### src/rtl/branch_pred_pkg.sv
// Shared types for the branch predictor: 2-bit counter encodings, the
// counter step function and the F->D->E pipeline payload.
package branch_pred_pkg;

    typedef logic [1:0] bp_state_t;

    localparam bp_state_t ST = 2'b11;
    localparam bp_state_t WT = 2'b10;
    localparam bp_state_t WU = 2'b01;
    localparam bp_state_t SU = 2'b00;

    // Widest index the pipeline payload can carry; the top uses the low INDEX_BITS.
    localparam int BP_IDX_W_MAX = 16;

    typedef struct packed {
        logic [BP_IDX_W_MAX-1:0] idx;
        logic                    pred;
        logic                    valid;
    } bp_pipe_t;

    function automatic bp_state_t bp_step(input bp_state_t state, input logic taken);
        bp_state_t result;
        result = state;
        if (taken && (state != ST)) begin
            result = state + 2'd1;
        end else if (!taken && (state != SU)) begin
            result = state - 2'd1;
        end
        return result;
    endfunction

endpackage

### src/rtl/branch_predictor_ctrl_local_predictor.sv
// One 2-bit saturating predictor entry; moves one step toward the
// resolved outcome when enabled, resets to weakly-untaken.
module local_predictor
    import branch_pred_pkg::*;
(
    input  logic      clk,
    input  logic      reset,
    input  logic      enable,
    input  logic      outcome,
    output bp_state_t state
);

    bp_state_t state_reg;

    always_ff @(posedge clk or posedge reset) begin
        if (reset) begin
            state_reg <= WU;
        end else if (enable) begin
            state_reg <= bp_step(state_reg, outcome);
        end
    end

    assign state = state_reg;

endmodule

### src/rtl/branch_predictor_ctrl.sv
// Local 2-bit branch predictor table with F->D->E index/prediction tracking
// and mispredict flag. Define GSHARE_EN to XOR a global history into the index.
module branch_predictor_ctrl
    import branch_pred_pkg::*;
#(
    parameter int INDEX_BITS = 6,
    parameter int XLEN       = 32
) (
    input  logic            clk,
    input  logic            reset,
    input  logic [XLEN-1:0] PCF,
    input  logic            StallD,
    input  logic            FlushD,
    input  logic            StallE,
    input  logic            FlushE,
    input  logic            BranchOpE,
    input  logic            PCSrcResE,
    output logic            PCSrcPredF,
    output logic            PCSrcPredE,
    output logic            MispredictE
);

    localparam int ENTRIES = 2 ** INDEX_BITS;

    logic [INDEX_BITS-1:0] idx_f;
    logic [INDEX_BITS-1:0] idx_e;
    logic                  update_en;
    bp_pipe_t              pipe_f;
    bp_pipe_t              pipe_d_reg;
    bp_pipe_t              pipe_e_reg;
    bp_state_t             table_state [ENTRIES];

    assign idx_e     = pipe_e_reg.idx[INDEX_BITS-1:0];
    assign update_en = BranchOpE & pipe_e_reg.valid & ~StallE;

`ifdef GSHARE_EN
    logic [INDEX_BITS-1:0] ghr_reg;

    always_ff @(posedge clk or posedge reset) begin
        if (reset) begin
            ghr_reg <= '0;
        end else if (update_en) begin
            ghr_reg <= {ghr_reg[INDEX_BITS-2:0], PCSrcResE};
        end
    end

    assign idx_f = PCF[INDEX_BITS+1:2] ^ ghr_reg;
`else
    assign idx_f = PCF[INDEX_BITS+1:2];
`endif

    // Only the entry captured at fetch (carried in IdxE) is enabled.
    generate
        for (genvar gi = 0; gi < ENTRIES; gi++) begin : g_entry
            local_predictor u_entry (
                .clk     (clk),
                .reset   (reset),
                .enable  (update_en && (idx_e == INDEX_BITS'(gi))),
                .outcome (PCSrcResE),
                .state   (table_state[gi])
            );
        end
    endgenerate

    assign PCSrcPredF = table_state[idx_f][1];

    always_comb begin
        pipe_f       = '0;
        pipe_f.idx   = BP_IDX_W_MAX'(idx_f);
        pipe_f.pred  = PCSrcPredF;
        pipe_f.valid = 1'b1;
    end

    always_ff @(posedge clk or posedge reset) begin
        if (reset) begin
            pipe_d_reg <= '0;
        end else if (FlushD) begin
            pipe_d_reg.valid <= 1'b0;
        end else if (!StallD) begin
            pipe_d_reg <= pipe_f;
        end
    end

    always_ff @(posedge clk or posedge reset) begin
        if (reset) begin
            pipe_e_reg <= '0;
        end else if (FlushE) begin
            pipe_e_reg.valid <= 1'b0;
        end else if (!StallE) begin
            pipe_e_reg <= pipe_d_reg;
        end
    end

    assign PCSrcPredE  = pipe_e_reg.pred;
    assign MispredictE = BranchOpE & pipe_e_reg.valid & (pipe_e_reg.pred != PCSrcResE);

    // PC offset/upper bits and unused payload index bits are intentionally ignored.
    logic unused_bits;
    assign unused_bits = ^{PCF[1:0], PCF >> (INDEX_BITS + 2), pipe_e_reg.idx >> INDEX_BITS};

endmodule

### config.mk
export PLATFORM = sky130hd
export DESIGN_NAME = branch_predictor_ctrl
export DESIGN_NICKNAME = d
export VERILOG_FILES = /design/src/rtl/branch_pred_pkg.sv /design/src/rtl/branch_predictor_ctrl_local_predictor.sv /design/src/rtl/branch_predictor_ctrl.sv
export SDC_FILE = /design/constraint.sdc
export NUM_CORES = 1
export LEC_CHECK = 0
export BUFFER_PORTS_ARGS = -buffer_cell sky130_fd_sc_hd__buf_2
export CORE_UTILIZATION = 60
export DETAILED_ROUTE_END_ITERATION = 8
export GPL_TIMING_DRIVEN = 1
export PLACE_DENSITY = 0.79
export SYNTH_ARGS = -nofsm -noshare
export SYNTH_HDL_FRONTEND = slang
export SYNTH_SLANG_ARGS = --single-unit
export TNS_END_PERCENT = 20
### constraint.sdc
create_clock -name clk -period 5.78 [get_ports clk]
set_clock_uncertainty 0.2 [all_clocks]
set_input_delay 0.867 -clock clk [delete_from_list [all_inputs] [get_ports clk]]
set_output_delay 0.867 -clock clk [all_outputs]
set_load 0.02 [all_outputs]
======== After elaboration in Yosys (flattened, before gate mapping) ========
Cells that the tools add are included.
W data, S select, Z words.
operators by class
  reduce and logical (&&, ||, !) cells .... 388
  equal/unequal tests ..................... 130
  $lt $le $gt $ge ......................... 1
  mux-type cells .......................... 135
  add/subtract/negate cells ............... 128
  bitwise gates (word level) .............. 8
operator list
  operator               number
  $mux W2                130
  $reduce_bool A2 Y1     128
  $eq A6 B6 Y1 const B   32
  $logic_and A1 B1 Y1    192
  $reduce_and A2 Y1      66
  $add A2 B1 Y2 const B  64
  $ne A2 B2 Y1 const B   64
  $sub A2 B1 Y2 const B  64
  $eq A6 B5 Y1 const B   16
  $eq A6 B4 Y1 const B   8
  $eq A6 B3 Y1 const B   4
  $bmux W2 S6            1
  $eq A6 B2 Y1 const B   2
  $ge A7 B7 Y1 const B   1
  $not A6 Y7             1
  $eq A6 B1 Y1 const B   1
  $logic_not A6 Y1       1
  $mux W1                4
  $ne A2 B1 Y1 const B   2
  $not A1 Y1             4
  $and A1 B1 Y1          3
  $logic_not A1 Y1       1
  $ne A1 B1 Y1           1
storage, ports and cells
  flip-flop bits (word level) ............. 144
  output and inout bits ................... 3
  bits of input ports ..................... 40
  word-level logic and storage cells ...... 860

======== Depth between registers and ports, before layout ========
Gate-level depths: netlist (run 1).
  depth after elaboration ................. 4
  depth in mapped cells ................... 7
  gate-level depth less buffers ........... 5

======== Hierarchy ========
A second synthesis (run 1) with hierarchy kept.
unflattened totals
  cells, all modules ...................... 968
  area, all modules ....................... 9188.8 sq um
modules (own cells, without submodules)
  module                 seq. area each (sq um)  times used  area each (sq um)  cells each
  local_predictor        51.3                    64          117.6              12
  branch_predictor_ctrl  400.4                   1           1661.6             200

======== Least setup slack after synthesis (run 1) ========
Ideal clock, no wire load.
  path type ............................... input port to output port
  start ................................... input port PCF[2]
  end ..................................... output port PCSrcPredF
  stages .................................. 6
  required time ........................... 4.713 ns
  buffers on the path ..................... 1
  arrival time ............................ 2.303 ns
  path slack .............................. 2.410 ns
  path through ............................ buf_6 mux4_2 o22ai_1 nor2_1 a2111oi_4 o21ai_0
on the way
  word-level cells in the longest chain between the ends .. 4
RTL lines
  what                                        line                         source
  from (decl)                                 branch_predictor_ctrl.sv:11  input logic [XLEN-1:0] PCF,
  $not A6 Y7 (not written as such)            branch_predictor_ctrl.sv:65  assign PCSrcPredF = table_state[idx_f][1];
  $bmux W2 S6                                 branch_predictor_ctrl.sv:65
  $mux W2 (not written as such) (2 in a row)  branch_predictor_ctrl.sv:65
  to (decl)                                   branch_predictor_ctrl.sv:18  output logic PCSrcPredF,
No other way between the ends. The select of a mux whose other input is x is not followed.

======== Final worst setup path (run 1) ========
Ends and elaborated chain as after synthesis.

==> results_dict.tcl, run 1 <==
set metrics [dict create \
    status "finished clean" \
    cts_resized 0 \
    dr.first_iter.drc_count 678 \
    place_inst 990 \
    hold_violations 0 \
    syn_area_per_cell_um2 9.253 \
    pwr-share-clk 0.411 \
    htree_levels 4 \
    synth_top_area_frac 0.2536 \
    cts_made_buffers 17 \
    dp_hpwl_um 11910 \
    io_pins 43 \
    fillers 964 \
    crit_type "input pin to output pin" \
    drv_cap 0 \
    synth_top_flop_cell "dfrtp_1" \
    syn-cell-area_mm2 0.007893 \
    antenna_found_initial 0 \
    tns_ns 0 \
    p_leak_nw 3.154 \
    period_share 0.6973 \
    nets 878 \
    worst_slew_pin_slew_ns 1.141 \
    p_seq_frac 0.467 \
    largest_reg_flops 128 \
    yosysWarnings 0 \
    yosysSeqAreaShare 0.4667 \
    overflow 0 \
    start_kind "input pin" \
    grt_max_degree 124 \
    finalNonFillerCells 1023 \
    viasPerCell 6.740 \
    yosysMostFrequentCell "o21ai_0" \
    drv_slew 0 \
    cts_sinks 144 \
    yosys.area.top_type "dfrtp_1" \
    cts_hold_buf 0 \
    netlist_instances 853 \
    insertion_delay_ns 0.43 \
    postLayoutCellArea_mm2 0.008542 \
    async_flop_share 1.000 \
    comb_power_share 0.122 \
    required_ns 4.71 \
    drt_wl_total_um 19320 \
    vias 6895 \
    cp_slowest_stage_delay_ns 0.60 \
    placed_cell_area_mm2 0.007978 \
    initial_core_util 0.6204 \
    crit_path_max_fanout 16 \
    synth_edf_count 0 \
    grt_pass1_vias 6459 \
    setup_viol 0 \
    critPathSlowestCell "mux4_2" \
    p_switching_uw 692.5 \
    synth_cell_type_count 50 \
    syn-num-nets 893 \
    die_w_um 116.7 \
    ys_ff_latch 144 \
    grt_usage 0.3007 \
    cts_tree "yes" \
    utilization 0.6714 \
    gp_congestion 0.7761 \
    final_layout_size_suffix_gt1_frac 0.1798 \
    powerDensity_mw_per_mm2 297.5 \
    post-route-drc-count 0 \
    vdd_drop_max_uv 254.4 \
    slew_headroom 0.2392 \
    row_count 41 \
    area.growth.synth_to_final_pct 8.228 \
    synthTopCellsByCount "o21ai_0, a21oi_1, dfrtp_1" \
    rsz0062_at_grt "false" \
    synth.area.top_cells "dfrtp_1, dfstp_2, o21ai_0, a21oi_1, a31oi_1" \
    grt_pass1_wl_um 31380 \
    crit_chain "buf_2 -> mux4_2 -> o22ai_1 -> nor2_1 -> a2111oi_4 -> o21ai_0 -> buf_2" \
    dr.pass1.iters 5 \
    crit_top_cell "buf_2" \
    ant_nets 0 \
    internal-power_mw 1.849 \
    io_buffers 16 \
    worst_ep_arrival_time_ns 2.96 \
    dieArea_mm2 0.01362 \
    swShare 0.2725 \
    ctsLongestPathBuffers 2 \
    antenna_cells 0 \
    wire_per_inst_um 18.88 \
    cts-root-buf "clkbuf_16" \
    hold_class "flip-flop to flip-flop" \
    cts_setup_buffers 0 \
    finalCriticalPeriod_ns 4.030 \
    coreArea_mm2 0.01272 \
    die_y_um 116.7 \
    clk_pin_slew_ns 0.05 \
    worstSetupEndpointType "output pin" \
    max_freq_mhz 248.1 \
]
-- path summary, 6_finish.rpt --
| check | from | end | slack (ns) | cells past startpoint |
|---|---|---|---|---|
| worst min-delay path | g_entry[18].u_entry.state[0]$_DFFE_PP1P_ | g_entry[18].u_entry.state[0]$_DFFE_PP1P_ | 0.29 | 1 |
| max in group asynchronous | reset | g_entry[47].u_entry.state[1]$_DFFE_PP0P_ | 3.76 | 3 |
| min in group asynchronous | reset | g_entry[22].u_entry.state[1]$_DFFE_PP0P_ | 0.37 | 2 |
| worst max-delay path | PCF[2] | PCSrcPredF | 1.75 | 7 |
| worst max register to register | idx_e[5]$_DFFE_PP0P_ | g_entry[17].u_entry.state[0]$_DFFE_PP1P_ | 2.96 | 5 |
| worst min register to register | g_entry[18].u_entry.state[0]$_DFFE_PP1P_ | g_entry[18].u_entry.state[0]$_DFFE_PP1P_ | 0.29 | 1 |
-- metrics by stage --
step	hold slack [ns]	setup WS, ns	total power [mW]
after global placement	0.2650	1.808	1.477
final	0.2855	1.750	2.541
after CTS	0.2863	1.780	2.543
after global routing	0.3010	1.658	2.640
after detailed placement	0.2737	1.781	1.502
after floorplan	0.2460	0.9526	1.417
-- layout by cell type, fill, tap and decap left out, types with 4 or more instances in the layout --
master | synthesis | final
o21ai_0 | 147 | 147
a21oi_1 | 83 | 83
dfrtp_1 | 80 | 80
nand2_1 | 76 | 76
dfstp_2 | 64 | 64
a31oi_1 | 47 | 47
inv_1 | 47 | 46
nor2_1 | 42 | 41
o2111ai_1 | 21 | 21
nand3_1 | 21 | 21
a211oi_1 | 19 | 19
mux2_2 | 18 | 18
nand3b_1 | 17 | 17
clkbuf_16 | 0 | 17
nor3_1 | 15 | 15
a221o_1 | 15 | 15
buf_2 | 22 | 15
buf_4 | 1 | 10
mux4_1 | 9 | 9
o22ai_1 | 8 | 8
nor3b_1 | 7 | 7
nand2b_1 | 6 | 6
and3_1 | 6 | 6
o211ai_1 | 5 | 5
mux2i_1 | 5 | 5
clkbuf_1 | 26 | 5
mux4_2 | 4 | 4
clkinv_2 | 0 | 4
clkbuf_8 | 0 | 4
-- routing by layer --
metal  part of all wire  track usage  vias up  wire length [um]
met5                  0            0        -                 0
met4              0.025       0.1392        0               487
met3              0.063      0.07161       46              1214
met2               0.50       0.4947      251              9675
met1               0.41       0.3765     3452              7942
li1                   -            -     3146                 -
-- area by class of cell --
class	count	area [um2]	area share
timing repair buffer	25	150.1	0.01758
clock inverter	6	57.56	0.006738
clock buffer	26	499.2	0.05844
tap	172	215.2	0.02519
sequential	144	3684	0.4312
multi-input combinational	603	3755	0.4396
inverter	47	181.4	0.02124
-- power by group through the flow --
| stage | combinational [mW] | clock, mW | sequential [mW] |
|---|---|---|---|
| 2_1_floorplan | 0.250 | 0 | 1.17 |
| 3_3_place_gp | 0.286 | 0 | 1.19 |
| 3_5_place_dp | 0.303 | 0 | 1.20 |
| 4_1_cts | 0.306 | 1.05 | 1.19 |
| 5_1_grt | 0.343 | 1.10 | 1.20 |
| 6_report | 0.309 | 1.04 | 1.19 |
-- cells by family after synthesis --
family,synth area share
compound gates,0.2678
simple gates,0.1319
flops,0.4667
buf+inv,0.05913
mux,0.07340
xor+xnor,0.001110
-- worst max-delay path: cells and delay by family --
| kind | cells | cell delay [ns] |
|---|---|---|
| compound gates | 3 | 0.72 |
| simple gates | 1 | 0.10 |
| mux | 1 | 0.60 |
| buf+inv | 2 | 0.65 |
No activity file was read; power rests on OpenSTA's default activity.
==> inputs of run 2 (changes only) <==
Settings changed: CORE_UTILIZATION 60 to 56, PLACE_DENSITY 0.79 to 0.78.
Clock period 5.78 ns to 3.5 ns, I/O delays scaled along.
==> results_dict.tcl, run 2 (synthesis gave the netlist of run 1 again) <==
set metrics [dict create \
    status "finished clean" \
    post-route-drc-count 0 \
    final_layout_size_suffix_gt1_frac 0.1911 \
    antenna_found_initial 0 \
    drv_slew 0 \
    dr.first_iter.drc_count 769 \
    grt_pass1_wl_um 33670 \
    fillers 1062 \
    htree_levels 4 \
    final_cell_mix "o21ai_0, a21oi_1, dfrtp_1, nand2_1, dfstp_2" \
    io_pins 43 \
    coreArea_mm2 0.01383 \
    rsz0062_at_grt "false" \
    die_y_um 120.7 \
    die_w_um 120.7 \
    cts_made_buffers 17 \
    vias 7025 \
    slew_headroom 0.3554 \
    io_buffers 16 \
    dp_slack_ns 0.3534 \
    drv_cap 0 \
    start_kind "input pin" \
    r2r-start "idx_e[5]$_DFFE_PP0P_" \
    r2r_slack_ns 0.88 \
    cts_hold_buf 0 \
    final_common_cell "o21ai_0" \
    powerDensity_mw_per_mm2 522.3 \
    met3_usage 0.05896 \
    max_freq_mhz 317.3 \
    p_leak_nw 3.250 \
    dr.pass1.iters 5 \
    wire_per_inst_um 20.26 \
    grt_usage 0.3005 \
    ctsLongestPathBuffers 2 \
    clk_pin_slew_ns 0.06 \
    cts_tree "yes" \
    cts-root-buf "clkbuf_16" \
    period_share 0.9005 \
    grt_max_degree 145 \
    insertion_delay_ns 0.44 \
    gr-usage-met2 0.5126 \
    antenna_cells 0 \
    worst_slew_pin_slew_ns 0.9634 \
    multiInputGateArea_mm2 0.003750 \
    hold_class "input pin to flip-flop" \
    initial_core_util 0.5708 \
    ant_nets 0 \
    drt_wl_total_um 21030 \
    viasPerCell 6.768 \
    hold_violations 0 \
    cts_resized 0 \
    use_met1 0.3589 \
    worst_ep_arrival_time_ns 2.43 \
    min-delay-start "FlushE" \
    setup_viol 0 \
    worstSetupEndpointType "output pin" \
    overflow 0 \
    layout_setup_ws_ns 0.3484 \
    crit_type "input pin to output pin" \
    nets 886 \
    vdd_drop_max_uv 427.1 \
    required_ns 2.77 \
    dieArea_mm2 0.01457 \
    tns_ns 0 \
    area.growth.synth_to_final_pct 10.62 \
    reg2reg_to "g_entry[25].u_entry.state[1]$_DFFE_PP0P_" \
    grt_pass1_vias 6944 \
    hold_depth 2 \
    startpoint "PCF[2]" \
    crit_path_end "PCSrcPredF" \
    cts_sinks 144 \
    cts_setup_buffers 0 \
    row_count 43 \
    finalCriticalPeriod_ns 3.152 \
    grt_most_used_layer "met2" \
    largest_reg_flops 128 \
    ff2ff_path_depth 7 \
    crit_path_max_fanout 12 \
    gp_congestion 0.8664 \
    seq_area_mm2 0.003684 \
    dp_hpwl_um 13250 \
]
-- run 2: worst max-delay path: stages --
cell,delay (ns)
buf_2,0.32
buf_4,0.24
mux4_1,0.56
mux2i_1,0.23
a221oi_1,0.15
nand2_1,0.08
o21ai_0,0.11
buf_2,0.19
-- run 2: how the worst min path moves through the flow --
stage	endpoint	slack, ns
detailed placement	idx_e[4]$_DFFE_PP0P_	0.27
global placement	idx_e[4]$_DFFE_PP0P_	0.26
floorplan	idx_e[4]$_DFFE_PP0P_	0.25
global route	pipe_e_reg[0]$_DFFE_PP0P_	0.06
CTS	pipe_e_reg[0]$_DFFE_PP0P_	0.06
finish	pipe_e_reg[0]$_DFFE_PP0P_	0.07
-- run 2: final cells by class --
class,instances,area share
Clock buffer,19,0.05073
Clock inverter,12,0.02451
Inverter,47,0.02064
Multi-Input combinational cell,603,0.4295
Sequential cell,144,0.4219
Tap cell,180,0.02580
Timing Repair Buffer,33,0.02694
-- run 2: power by group --
part           internal [mW]  switching [mW]  leakage [nW]
registers               1.82           0.157          1.52
clock network           1.34           0.710         0.326
logic                  0.192           0.337          1.40
-- run 2: metal layers --
layer  routed length (um)  vias up  share of wire
met1                 8259     3490           0.39
met2                10770      318           0.51
met5                    0        -              0
met4                  663        0          0.032
li1                     -     3161              -
met3                 1336       56          0.064
-- run 2: through the flow --
stage / cells / hold slack [ns] / cell area, um2 / utilization / power, mW
2_1_floorplan: 853 / 0.2460 / 7896 / - / 2.340
3_3_place_gp: 1007 / 0.2627 / 8074 / 0.5839 / 2.459
3_5_place_dp: 1007 / 0.2724 / 8074 / 0.5839 / 2.507
4_1_cts: 1038 / 0.06030 / 8731 / 0.6314 / 4.554
5_1_grt: 1038 / 0.06291 / 8731 / 0.6314 / 4.702
6_report: 1038 / 0.06577 / 8731 / 0.6314 / 4.560
